<file path="config.mk">
export PLATFORM = sky130hd
export DESIGN_NAME = rr_arb2_stream
export DESIGN_NICKNAME = d
export VERILOG_FILES = /design/src/rtl/rr_arb2_stream.sv
export SDC_FILE = /design/constraint.sdc
export NUM_CORES = 1
export LEC_CHECK = 0
export CORE_MARGIN = 3
export CORE_UTILIZATION = 40
export DETAILED_ROUTE_END_ITERATION = 7
export PLACE_DENSITY = 0.86
export SLEW_MARGIN = 20
export SYNTH_ARGS = -nofsm -noshare
export SYNTH_HDL_FRONTEND = slang
export SYNTH_SLANG_ARGS = --single-unit
</file>
<file path="constraint.sdc">
create_clock -name clk -period 1.6 [get_ports clk]
set_input_delay 0.24 -clock clk [delete_from_list [all_inputs] [get_ports clk]]
set_output_delay 0.24 -clock clk [all_outputs]
set_load 0.05 [all_outputs]
</file>
<file path="src/rtl/rr_arb2_stream.sv">
// rtl/rr_arb2_stream.sv - two-input burst-limited round-robin stream arbiter with registered output stage
module rr_arb2_stream #(
  parameter int DATA_W = 8,
  parameter int BURST  = 2
) (
  input  logic              clk,
  input  logic              rst_n,
  input  logic              in0_valid,
  input  logic [DATA_W-1:0] in0_data,
  output logic              in0_ready,
  input  logic              in1_valid,
  input  logic [DATA_W-1:0] in1_data,
  output logic              in1_ready,
  output logic              out_valid,
  output logic [DATA_W-1:0] out_data,
  output logic              out_src,
  input  logic              out_ready
);

  localparam int CW = (BURST < 1) ? 1 : $clog2(BURST + 1);
  localparam logic [CW-1:0] CNT_MAX = CW'(BURST);
  localparam logic [CW-1:0] CNT_ONE = CW'(1);

  typedef enum logic {OWN0 = 1'b0, OWN1 = 1'b1} owner_t;

  owner_t            r_owner;
  logic [CW-1:0]     r_cnt;
  logic              r_out_valid;
  logic [DATA_W-1:0] r_out_data;
  logic              r_out_src;

  logic              w_load_en;
  logic              w_own_is1;
  logic              w_own_valid;
  logic              w_oth_valid;
  logic              w_cnt_below;
  logic              w_gnt;
  logic              w_gnt_src;
  logic [DATA_W-1:0] w_gnt_data;

  assign w_load_en   = !r_out_valid || out_ready;
  assign w_own_is1   = (r_owner == OWN1);
  assign w_own_valid = w_own_is1 ? in1_valid : in0_valid;
  assign w_oth_valid = w_own_is1 ? in0_valid : in1_valid;
  assign w_cnt_below = (r_cnt < CNT_MAX);

  // Burst cap only bites when the other source is actually waiting.
  always_comb begin
    w_gnt     = 1'b0;
    w_gnt_src = 1'b0;
    if (w_load_en) begin
      if (w_own_valid && (!w_oth_valid || w_cnt_below)) begin
        w_gnt     = 1'b1;
        w_gnt_src = w_own_is1;
      end else if (w_oth_valid) begin
        w_gnt     = 1'b1;
        w_gnt_src = !w_own_is1;
      end
    end
  end

  assign w_gnt_data = w_gnt_src ? in1_data : in0_data;

  assign in0_ready = rst_n && w_gnt && !w_gnt_src;
  assign in1_ready = rst_n && w_gnt &&  w_gnt_src;

  always_ff @(posedge clk or negedge rst_n) begin
    if (!rst_n) begin
      r_owner     <= OWN0;
      r_cnt       <= '0;
      r_out_valid <= 1'b0;
      r_out_data  <= '0;
      r_out_src   <= 1'b0;
    end else begin
      if (w_gnt) begin
        r_out_valid <= 1'b1;
        r_out_data  <= w_gnt_data;
        r_out_src   <= w_gnt_src;
        if (w_gnt_src == w_own_is1) begin
          if (w_cnt_below) r_cnt <= r_cnt + CNT_ONE;
        end else begin
          r_owner <= w_gnt_src ? OWN1 : OWN0;
          r_cnt   <= CNT_ONE;
        end
      end else if (out_ready) begin
        r_out_valid <= 1'b0;
      end
    end
  end

  assign out_valid = r_out_valid;
  assign out_data  = r_out_data;
  assign out_src   = r_out_src;

endmodule
</file>
==> run summary <==
Die Ht -> 48.52 um
Worst path max stage delay -> 0.48 ns
Initial DRC count -> 21
Commonest non-fill, non-tap cells in the layout -> buf_4 (24), clkdlybuf4s50_1 (18), nand2_1 (14)
Worst slew pin tran -> 0.3202 ns
Wire length per cell -> 13.78 um
Vias/cell -> 5.056
Fmax -> 586.0 MHz
Final worst path period need -> 1.706 ns
Fin cells -> 144
Post-DP HPWL -> 1.428 mm
Yosys synthesis warning count -> 0
Design area -> 1197 um2
CP bufs+invs -> 1
Clk sink count -> 13
Status -> finished, violations left
CP endpoint kind -> output port
Layout cells sized above 1 -> 30.83%
Inserted Diodes -> 0
DP Cell Count -> 135
Sw Ratio -> 42.96%
CP max stage cell -> dfrtp_2
Slew headroom -> 78.65%
Part of the power in combinational logic -> 58.6%
Grt total ovfl -> 0
Final hold viol count -> 0
Syn Inst Count -> 76
First-pass GRT wire length -> 3.215 mm
Syn Nets -> 97
Final wirelength -> 1.985 mm
Final WS setup -> -0.1064 ns
Slew Limit Fails -> 0
Critical Path AT -> 1.47 ns
Crit-path leading delay family -> flip-flops
Worst hold slack -> 0.3704 ns
Max-cap violations -> 0
Final net count -> 142
Via count of the routed design -> 728
CP cell instances -> xnor2_4 > a2bb2oi_4 > and3_4 > buf_12
Buffer levels on the longest clock path -> 2
Initial Util -> 45.37%
Core box area -> 1594 um2
Crit path max fanout -> 4
Seq cells post-synth -> 13
IO Port Bufs -> 32
Final GP Congestion -> 0.8017
Num rows -> 14
H-tree depth -> 1
Final setup fails -> 4
Hold Path Class -> primary input to asynchronous set/reset pin
Sequential power share -> 29.4%
TritonCTS Buffers -> 3
Hold-fix buffers, CTS -> 0
Clock power share -> 12.0%
Clk_skew -> 0.008952 ns
CP required -> 1.36 ns
Syn avg cell area -> 9.516 um2
Post-DRT Antenna Nets -> 0
CTS Root Cell -> clkbuf_4
Pwr Density -> 1448 nW/um2
Die width -> 48.52 um
Placed Area -> 1087 um2
Final Cycle Share -> 106.7%
Drt first pass iters -> 4
Reg clk slew, reported paths -> 0.09 ns
Largest net degree at the start of global routing -> 17
Cell Area, Synth -> 723.2 um2
Switching Power -> 745.0 uW
Critical Path Source Type -> flop
Worst Path Class, Setup -> flop to output port
Cell Int Power -> 989.0 uW
Unrepaired setup endpoints after global routing -> yes
Most common cell after layout, fill and taps aside -> buf_4
GR Util All Layers -> 17.90%
Later-pin clock latency in the skew report -> 0.28 ns
Post-synth cell types -> 20
Post-route DRC -> 0
Pleak -> 0.5422 nW
Antenna violations before repair -> 0
Failing checks -> setup timing
Layout area overhead -> 65.57%
Ports -> 33
Peak VDD IR -> 1.036 mV
Seq/Total Area, Yosys -> 44.98%
Vias in the first global route -> 738
Total Power -> 1.734 mW
Die ar. -> 2354 um2
TritonCTS clock tree -> yes
[sequential cells by signal (all words and copies together), names as in the netlist]
signal	flops
out_data	8
out_src	1
out_valid	1
r_cnt	2
r_owner	1
[Yosys cell counts, drive strengths merged]
cell / instances / area, um2
a2bb2oi: 1 / 15.01
and3: 1 / 6.260
nor2b: 1 / 6.260
o31ai: 2 / 15.01
a21oi: 5 / 25.02
nand2: 14 / 52.55
a32o: 1 / 10.01
nor2: 5 / 18.77
mux2i: 10 / 100.1
nand2b: 2 / 12.51
buf: 6 / 47.54
nand3: 1 / 5.000
o21ai: 11 / 55.05
clkbuf: 1 / 5.000
xnor2: 1 / 16.27
a211oi: 1 / 7.510
dfrtp: 13 / 325.3
[per-stage QoR]
| stage | TNS, ns | utilization, % | worst slack (ns) |
|---|---|---|---|
| after global placement | -0.4769 | 68.21 | -0.06588 |
| after CTS | -0.1590 | 72.76 | -0.09051 |
| after detailed placement | -0.9418 | 68.21 | -0.1159 |
| after floorplan | 0 | - | 0.07086 |
| final | -0.2274 | 75.12 | -0.1064 |
| after global routing | -0.5266 | 75.12 | -0.1681 |
[final cells by class]
type	instances	area, um2
repair buffers	47	424.2
clock buffers	4	26.28
flip-flops and latches	13	326.6
fillers	101	396.6
multi-input cells	56	390.4
well taps	24	30.03
[metal layers]
metal | up-vias | share of wire [%] | global-route usage (%)
met1 | 357 | 40 | 20.16
met2 | 19 | 54 | 30.50
li1 | 350 | - | -
met5 | - | 0 | 0
met4 | 0 | 1.5 | 11.85
met3 | 2 | 4.7 | 3.681
[path summary, 6_finish.rpt]
kind,startpoint,end,cells after the start,slack [ns]
max in group asynchronous,rst_n,r_owner,2,1.06
min in group clk,out_data[3],out_data[3],2,0.49
hold reg to reg,out_data[3],out_data[3],2,0.49
setup / recovery,r_owner,in1_ready,4,-0.11
hold / removal,rst_n,r_owner,2,0.37
setup reg to reg,r_owner,out_data[0],8,-0.02
[cells by family after synthesis]
family	synth area share, %
multiplexers	13.84
XOR/XNOR	2.250
AND/OR/NAND/NOR	14.01
flip-flops	44.98
buffers and inverters	7.265
AO/OA/AOI/OAI	17.65
[timing repair]
| item | 4_1_cts | 5_1_grt |
|---|---|---|
| pin swaps | 6 | 1 |
| resized for setup | 6 | 6 |
| setup endpoints to repair | 2 | 10 |
| buffers inserted | 5 | 1 |
[power by group through the flow]
| stage | combinational [mW] | clock [mW] | sequential [mW] |
|---|---|---|---|
| 2_1_floorplan | 0.422 | 0 | 0.680 |
| 3_3_place_gp | 0.850 | 0 | 0.498 |
| 3_5_place_dp | 0.864 | 0 | 0.503 |
| 4_1_cts | 0.945 | 0.214 | 0.494 |
| 5_1_grt | 1.08 | 0.238 | 0.525 |
| 6_report | 1.02 | 0.208 | 0.510 |
(Power assumes the default switching activity.)
